## src/rtl/cpu_types_pkg.sv

```systemverilog
// Shared CPU types: register index and pipeline controller FSM state.
package cpu_types_pkg;

  typedef logic [4:0] regbits_t;

  typedef enum logic [1:0] {
    RUN,
    DWAIT,
    DRAIN,
    HALTED
  } pctrl_state_t;

endpackage

```

## src/rtl/hazard_detect.sv

```systemverilog
// Load-use hazard detection between the EX-stage load and the ID-stage sources.
module hazard_detect
  import cpu_types_pkg::*;
(
  input  logic     idex_MemToReg,
  input  regbits_t idex_writeReg,
  input  regbits_t ifid_rs,
  input  regbits_t ifid_rt,
  output logic     lu
);

  // $zero is never a real dependency.
  always_comb begin
    lu = idex_MemToReg && (idex_writeReg != '0) &&
         ((idex_writeReg == ifid_rs) || (idex_writeReg == ifid_rt));
  end

endmodule

```

## src/rtl/pipeline_ctrl.sv

```systemverilog
// Pipeline hazard/sequencing controller: latch enables and flushes, halt FSM and
// saturating stall/flush counters.
module pipeline_ctrl
  import cpu_types_pkg::*;
#(
  parameter int unsigned CNT_W = 16
) (
  input  logic             CLK,
  input  logic             nRST,
  input  logic             ihit,
  input  logic             dhit,
  input  logic             mem_dREN,
  input  logic             mem_dWEN,
  input  logic             mem_branch_taken,
  input  logic             id_jump,
  input  logic             idex_MemToReg,
  input  regbits_t         idex_writeReg,
  input  regbits_t         ifid_rs,
  input  regbits_t         ifid_rt,
  input  logic             mem_halt,
  input  logic             wb_halt,
  output logic             pc_wen,
  output logic             ifid_wen,
  output logic             idex_wen,
  output logic             exmem_wen,
  output logic             memwb_wen,
  output logic             ifid_flush,
  output logic             idex_flush,
  output logic             exmem_flush,
  output logic             memwb_flush,
  output logic             halted,
  output logic [CNT_W-1:0] stall_cnt,
  output logic [CNT_W-1:0] flush_cnt
);

  pctrl_state_t state, next_state;
  logic         dstall;
  logic         lu;
  logic         stall_evt;
  logic         flush_evt;

  hazard_detect u_hazard_detect (
    .idex_MemToReg (idex_MemToReg),
    .idex_writeReg (idex_writeReg),
    .ifid_rs       (ifid_rs),
    .ifid_rt       (ifid_rt),
    .lu            (lu)
  );

  assign dstall = (mem_dREN | mem_dWEN) & ~dhit;

  always_ff @(posedge CLK or negedge nRST) begin
    if (!nRST) begin
      state <= RUN;
    end else begin
      state <= next_state;
    end
  end

  // DWAIT is left in the dhit cycle, which is then treated exactly like RUN.
  always_comb begin
    next_state = state;
    unique case (state)
      RUN, DWAIT: begin
        if (dstall)        next_state = DWAIT;
        else if (mem_halt) next_state = DRAIN;
        else               next_state = RUN;
      end
      DRAIN: begin
        if (dstall)       next_state = DWAIT;
        else if (wb_halt) next_state = HALTED;
      end
      HALTED:  next_state = HALTED;
      default: next_state = RUN;
    endcase
  end

  always_comb begin
    pc_wen      = ihit;
    ifid_wen    = 1'b1;
    idex_wen    = 1'b1;
    exmem_wen   = 1'b1;
    memwb_wen   = 1'b1;
    ifid_flush  = 1'b0;
    idex_flush  = 1'b0;
    exmem_flush = 1'b0;
    memwb_flush = 1'b0;
    halted      = 1'b0;
    stall_evt   = 1'b0;
    flush_evt   = 1'b0;
    if (state == HALTED) begin
      pc_wen    = 1'b0;
      ifid_wen  = 1'b0;
      idex_wen  = 1'b0;
      exmem_wen = 1'b0;
      memwb_wen = 1'b0;
      halted    = 1'b1;
    end else if (dstall) begin
      // Freeze everything up to EX/MEM and push a bubble into WB.
      pc_wen      = 1'b0;
      ifid_wen    = 1'b0;
      idex_wen    = 1'b0;
      exmem_wen   = 1'b0;
      memwb_flush = 1'b1;
      stall_evt   = 1'b1;
    end else if ((state == DRAIN) || mem_halt) begin
      pc_wen      = 1'b0;
      ifid_flush  = 1'b1;
      idex_flush  = 1'b1;
      exmem_flush = 1'b1;
    end else if (mem_branch_taken) begin
      pc_wen      = 1'b1;
      ifid_flush  = 1'b1;
      idex_flush  = 1'b1;
      exmem_flush = 1'b1;
      flush_evt   = 1'b1;
    end else if (lu) begin
      pc_wen     = 1'b0;
      ifid_wen   = 1'b0;
      idex_flush = 1'b1;
    end else if (id_jump) begin
      pc_wen     = 1'b1;
      ifid_flush = 1'b1;
      flush_evt  = 1'b1;
    end else if (!ihit) begin
      pc_wen     = 1'b0;
      ifid_flush = 1'b1;
    end
  end

  always_ff @(posedge CLK or negedge nRST) begin
    if (!nRST) begin
      stall_cnt <= '0;
      flush_cnt <= '0;
    end else begin
      if (stall_evt && (stall_cnt != '1)) stall_cnt <= stall_cnt + CNT_W'(1);
      if (flush_evt && (flush_cnt != '1)) flush_cnt <= flush_cnt + CNT_W'(1);
    end
  end

endmodule
```

## config.mk

```make
export PLATFORM = sky130hd
export DESIGN_NAME = pipeline_ctrl
export DESIGN_NICKNAME = d
export VERILOG_FILES = /design/src/rtl/cpu_types_pkg.sv /design/src/rtl/hazard_detect.sv /design/src/rtl/pipeline_ctrl.sv
export SDC_FILE = /design/constraint.sdc
export NUM_CORES = 1
export LEC_CHECK = 0
export BUFFER_PORTS_ARGS = -buffer_cell sky130_fd_sc_hd__buf_2
export CORE_ASPECT_RATIO = 0.5
export CORE_UTILIZATION = 50
export DETAILED_ROUTE_END_ITERATION = 10
export PLACE_DENSITY = 0.79
export SYNTH_ARGS = -nofsm -noshare
export SYNTH_HDL_FRONTEND = slang
export SYNTH_HIERARCHICAL = 1
export SYNTH_SLANG_ARGS = --single-unit
```

## constraint.sdc

```tcl
create_clock -name CLK -period 1.8 [get_ports CLK]
set_input_delay 0.09 -clock CLK [delete_from_list [all_inputs] [get_ports CLK]]
set_output_delay 0.09 -clock CLK [all_outputs]
set_load 0.02 [all_outputs]
```

==> flow_summary.json, run 1 <==
{
  "drv_slew": 0,
  "grt_pass1_vias": 1627,
  "final_common_cell": "buf_2",
  "p_clk_frac": 0.242,
  "rows": 15,
  "ys_ff_latch": 34,
  "totalWireLength_mm": 4.88,
  "clockBufferDepth": 2,
  "fin_crit_sh": 1.03,
  "grt_pass1_wl_mm": 7.40,
  "clk_pin_slew_ns": 0.07,
  "holdPathStages": 3,
  "n_antenna_cell": 0,
  "pwr-share-seq": 0.425,
  "synthCells": 189,
  "hold_viol": 0,
  "hold_end": "state[0]",
  "netSwitchingPower_w": 0.000916,
  "wl_per_cell_um": 15.0,
  "slew_headroom": 0.504,
  "postLayoutCoreUtil": 0.724,
  "coreArea_mm2": 0.00364,
  "cap_violations": 0,
  "fp.dieH_um": 46.8,
  "worstSkewPairLatency_ns": 0.29,
  "dp_hpwl_mm": 3.60,
  "cts_max_level": 2,
  "crit_buf_inv": 1,
  "p_leak_nw": 1.38,
  "r2r-end": "flush_cnt[5]",
  "cp.arrival_ns": 2.03,
  "root_buffer": "clkbuf_8",
  "met1_usage": 0.260,
  "combPwrFrac": 0.333,
  "crit_chain": "buf_8 > or4_4 > o21ai_2 > a21oi_2 > and2b_2 > o2111ai_4 > nor4_2 > mux2_2",
  "reg2reg_depth": 6,
  "use_met3": 0.0534,
  "numCtsBuffers": 5,
  "hold_class": "input pin to register",
  "grt.total_usage": 0.229,
  "hold-worst-slack_ns": 0.0505,
  "switching_share": 0.377,
  "vias": 1768,
  "p_int_w": 0.00151,
  "antenna_found_initial": 0,
  "rrSetupSlack_ns": 0.11,
  "final_cell_mix": "buf_2 (65), dfrtp_1 (34), xor2_1 (33)",
  "tightest_slew_ns": 0.743,
  "finalWorstSetupSlack_ns": -0.0580,
  "synthFlopType": "dfrtp_1",
  "violations": "setup timing",
  "netlist_area_mm2": 0.00201,
  "synth_nets": 217,
  "startpoint_type": "input pin",
  "dieArea_mm2": 0.00429,
  "async_reset_ff_frac": 1.00,
  "layout-drive-gt1-share": 0.425,
  "use_met2": 0.445,
  "min-delay-start": "wb_halt",
  "grt_busiest_layer": "met2",
  "ant_nets": 0,
  "drc": 0,
  "fill_cells": 272,
  "fmax_mhz": 538,
  "clock-sinks": 34,
  "numPortBuffers": 67,
  "cpLargestDelayFamily": "simple AND/OR/NAND/NOR gates",
  "synth_edf_count": 0,
  "ioPinCount": 68,
  "area_growth_pct": 31.2,
  "crit_type": "input pin to register",
  "initial_core_util": 0.552,
  "nets": 302,
  "multi_input_area_mm2": 0.00114,
  "crit_path_max_incr_delay_ns": 0.54,
  "yosysSeqAreaShare": 0.423,
  "status": "finished, violations left",
  "cp-end-kind": "register",
  "synth_cell_type_count": 45,
  "rsz0062_at_grt": "true",
  "clock_skew_ns": 0.00700,
  "ir_drop_mv": 0.578,
  "min_period_ns": 1.86,
  "critPathRequiredTime_ns": 1.97,
  "powerDensity_mw_per_mm2": 922,
  "cp_max_fo": 8,
  "cts_tree": "yes",
  "setup_viol": 1,
  "grt_max_degree": 35,
  "overflow": 0,
  "viasPerCell": 5.42,
  "yosys_warnings": 6,
  "drtIter0Drc": 47,
  "place_congestion": 0.808,
  "r2r_start": "flush_cnt[1]",
  "postSynthAreaPerCell_um2": 10.6,
  "seq_area_um2": 851,
  "critical_path.slowest_cell": "or4_4",
  "chipWidth_um": 91.7,
  "firstDrtPassIters": 5
}
==> per-layer routing <==
metal / vias up / wire length [um]
met5: - / 0
met4: 0 / 86
met3: 8 / 181
met2: 35 / 2580
met1: 877 / 2040
li1: 848 / -
==> cell usage after synthesis (2+ instances only) <==
cell type,n,area [um^2]
nor4_1,6,37.5
ha_1,2,25.0
o21ai_0,3,15.0
nand2_1,15,56.3
dfrtp_1,34,851
nor4_2,3,37.5
and3_1,4,25.0
nor4b_1,2,17.5
inv_1,10,37.5
nor3b_1,3,22.5
nor4_4,2,42.5
and4bb_2,2,25.0
xor2_1,33,289
nand4_1,7,43.8
nand3_1,9,45.0
nor3_1,10,50.1
nor2_1,9,33.8
xnor2_1,5,43.8
a21oi_1,3,15.0
mux2_2,2,22.5
==> flip-flops by register name (all words and copies together), names as in the netlist <==
| register | cells |
|---|---|
| stall_cnt | 16 |
| flush_cnt | 16 |
| state | 2 |
==> worst register-to-register path, stage by stage, from the launching register on <==
cell	delay, ns
dfrtp_1	0.38
ha_1	0.23
nand4_1	0.16
nor4_4	0.36
buf_4	0.20
nor3_1	0.06
xor2_1	0.17
==> through the flow <==
step	cells	cell area (um^2)	total power, W	setup WS, ns	setup TNS [ns]
floorplan	189	2020	0.00152	-0.0350	-0.0435
global placement	316	2480	0.00181	-0.185	-1.56
detailed placement	316	2480	0.00184	-0.281	-2.67
CTS	325	2580	0.00243	0.0149	0
global route	326	2640	0.00257	-0.0940	-0.382
finish	326	2640	0.00243	-0.0580	-0.0580
==> worst max path at each step <==
stage / start / end / slack [ns] / cells after the start
after floorplan: idex_writeReg[1] / flush_cnt[12] / -0.04 / 7
after global placement: idex_writeReg[1] / flush_cnt[12] / -0.19 / 8
after detailed placement: idex_writeReg[1] / flush_cnt[12] / -0.28 / 8
after CTS: idex_writeReg[1] / flush_cnt[12] / 0.01 / 8
after global routing: idex_writeReg[1] / flush_cnt[12] / -0.09 / 8
final: idex_writeReg[1] / flush_cnt[12] / -0.06 / 8
==> power groups by stage <==
stage               clock, W  combinational (W)  sequential, W
finish              0.000589           0.000810        0.00103
global route        0.000637           0.000881        0.00105
CTS                 0.000606           0.000801        0.00103
detailed placement         0           0.000798        0.00104
global placement           0           0.000775        0.00103
floorplan                  0           0.000359        0.00116
==> timing repair <==
| item | 4_1_cts | 5_1_grt |
|---|---|---|
| hold buffers | 1 | 0 |
| setup buffers | 0 | 1 |
| endpoints found under the hold margin | 34 | 0 |
| endpoints found under the setup margin | 0 | 8 |
| gates resized for setup | 0 | 12 |
==> logic make-up after synthesis <==
kind of cell             share of synthesized area
adder cells (fa/ha/maj)                     0.0125
XOR/XNOR                                     0.166
AO/OA/AOI/OAI                               0.0691
multiplexers                                0.0187
AND/OR/NAND/NOR                              0.283
flip-flops                                   0.423
buffers and inverters                       0.0280
==> final cells by class <==
| cell class | instances | area share |
|---|---|---|
| Clock buffer | 6 | 0.0313 |
| Clock inverter | 2 | 0.00475 |
| Inverter | 10 | 0.0142 |
| Multi-Input combinational cell | 143 | 0.431 |
| Sequential cell | 34 | 0.323 |
| Tap cell | 51 | 0.0242 |
| Timing Repair Buffer | 80 | 0.171 |
(Power assumes the default switching activity.)
==> inputs of run 2 (changes only) <==
Settings changed: PLACE_DENSITY 0.79 to 0.8, SKIP_LAST_GASP from default to 1, SYNTH_HIERARCHICAL 1 to default.
==> flow_summary.json, run 2 <==
{
  "status": "complete, no violations",
  "clockBufferDepth": 2,
  "final_cell_mix": "buf_2 (67), dfrtp_1 (30), buf_4 (25)",
  "setup_viol": 0,
  "dieArea_mm2": 0.00420,
  "startpoint_type": "register",
  "tightest_slew_ns": 0.768,
  "hold_class": "input pin to register",
  "synth_common_cells": "dfrtp_1 (34), xnor2_1 (20), xor2_1 (19)",
  "critPathRequiredTime_ns": 1.98,
  "initial_core_util": 0.548,
  "rows": 15,
  "min_period_ns": 1.76,
  "worstSkewPairLatency_ns": 0.30,
  "slew_headroom": 0.488,
  "grt_max_degree": 35,
  "cp_max_fo": 5,
  "async_reset_ff_frac": 1.00,
  "ant_nets": 0,
  "reg_top3": "flush_cnt x16, stall_cnt x16, state x2",
  "synthCells": 186,
  "ys_ff_latch": 34,
  "grt_pass1_wl_mm": 7.64,
  "cts_max_level": 2,
  "final_common_cell": "buf_2",
  "synth_nets": 214,
  "overflow": 0,
  "fmax_mhz": 567,
  "yosys_warnings": 0,
  "cp-end-kind": "register",
  "crit_type": "register to register",
  "area_growth_pct": 39.4,
  "synthTopCellsByArea": "dfrtp_1 (43%), xnor2_1 (8.9%), xor2_1 (8.5%), a211oi_2 (5.1%), a2111oi_2 (3.8%)",
  "fin_crit_sh": 0.979,
  "grt.total_usage": 0.245,
  "antenna_found_initial": 0,
  "cts_tree": "yes",
  "grt_pass1_vias": 1649,
  "synthFlopType": "dfrtp_1",
  "firstDrtPassIters": 4,
  "coreArea_mm2": 0.00358,
  "dp_hpwl_mm": 3.44,
  "viasPerCell": 5.31,
  "vias": 1789,
  "totalWireLength_mm": 4.80,
  "chipWidth_um": 90.6,
  "ir_drop_mv": 0.842,
  "drv_slew": 0,
  "nets": 313,
  "synth_cell_type_count": 41,
  "ioPinCount": 68,
  "rsz0062_at_grt": "true",
  "wl_per_cell_um": 14.2,
  "fp.dieH_um": 46.3,
  "synth.most_common_cell": "dfrtp_1",
  "cap_violations": 0,
  "postSynthAreaPerCell_um2": 10.6,
  "place_congestion": 0.793,
  "placed_cells": 322,
  "root_buffer": "clkbuf_8",
  "numCtsBuffers": 5,
  "yosysTopAreaCell": "dfrtp_1",
  "netlist_area_mm2": 0.00196,
  "clock_skew_ns": 0.0106,
  "cp.arrival_ns": 1.95,
  "numPortBuffers": 67,
  "p_leak_nw": 1.35,
  "yosys.area.top_type_share": 0.433,
  "layout-drive-gt1-share": 0.479,
  "clock-sinks": 34,
  "clk_pin_slew_ns": 0.08,
  "stdcell_count": 337,
  "drtIter0Drc": 116,
  "yosysSeqAreaShare": 0.433,
  "drc": 0,
  "n_antenna_cell": 0,
  "hold-worst-slack_ns": 0.0482,
  "powerDensity_mw_per_mm2": 898,
  "synth_edf_count": 0,
  "hold_viol": 0
}
==> run 2: cell types whose count changed after synthesis, moves of 3 or more <==
cell and delta:
xnor2_1 +15, xor2_1 -14, a211oi_2 +8, nor3_1 -8, nand3_1 +6, a2111oi_2 +5
nor4_1 -5, nor3b_1 -3, nor4_2 -3
==> run 2: routing by layer <==
layer / track usage / up-vias / wire (um)
li1: - / 864 / -
met1: 0.287 / 859 / 2120
met2: 0.441 / 58 / 2340
met3: 0.0561 / 8 / 251
met4: 0.126 / 0 / 90
met5: 0 / - / 0
==> run 2: power by group <==
group          internal (W)  total [W]  switching [W]  leakage (nW)
clock              0.000307   0.000605       0.000297        0.0472
combinational      0.000354   0.000844       0.000489         0.870
sequential         0.000881    0.00101       0.000128         0.433
total               0.00154    0.00246       0.000915          1.35
==> run 2: final cells by class <==
type | count | area (um^2)
Multi-Input combinational cell | 139 | 1120
Sequential cell | 34 | 856
Fill cell | 248 | 847
Timing Repair Buffer | 95 | 564
Clock buffer | 6 | 82.6
Tap cell | 51 | 63.8
Inverter | 10 | 37.5
Clock inverter | 2 | 12.5
==> run 2: stage by stage <==
step | total power, W | setup TNS (ns) | instance area, um^2 | util | setup slack [ns]
3_3_place_gp | 0.00177 | 0 | 2570 | 0.716 | 0.0736
6_report | 0.00246 | 0 | 2740 | 0.764 | 0.0375
2_1_floorplan | 0.00150 | -0.256 | 2020 | - | -0.146
3_5_place_dp | 0.00180 | 0 | 2570 | 0.716 | 0.0206
4_1_cts | 0.00240 | 0 | 2670 | 0.745 | 0.00293
5_1_grt | 0.00259 | -0.126 | 2740 | 0.764 | -0.0279
==> run 2: cells by family (layout without fill, tap and decap cells) <==
kind of cell,Yosys count,count (layout),synth area share
AO/OA/AOI/OAI,30,30,0.161
XOR/XNOR,39,39,0.174
adder cells (fa/ha/maj),2,2,0.0127
buffers and inverters,13,113,0.0312
flip-flops,34,34,0.433
multiplexers,3,3,0.0172
AND/OR/NAND/NOR,65,65,0.171
==> run 2: what timing repair did <==
action                                 CTS  global route
resized for setup                        0             5
endpoints found under the hold margin   34             0
buffers inserted                         0             6
hold buffers                             1             0
setup endpoints to repair                0            16
==> run 2: worst max-delay path, cell delays in order (launching register included) <==
cell and delay (ns):
dfrtp_1 0.41, nand4_1 0.18, or4_4 0.56, nand2_4 0.11
a21oi_2 0.05, mux2_1 0.33
==> run 2: worst paths after layout <==
| path | to | slack [ns] | cells past startpoint | from |
|---|---|---|---|---|
| worst min-delay path | state[0] | 0.05 | 3 | wb_halt |
| worst min register to register | stall_cnt[14] | 0.49 | 1 | stall_cnt[14] |
| worst max-delay path | flush_cnt[1] | 0.04 | 5 | flush_cnt[14] |
| worst max register to register | flush_cnt[1] | 0.04 | 5 | flush_cnt[14] |
| min in group asynchronous | stall_cnt[2] | 0.45 | 2 | nRST |
| max in group asynchronous | stall_cnt[1] | 0.82 | 2 | nRST |
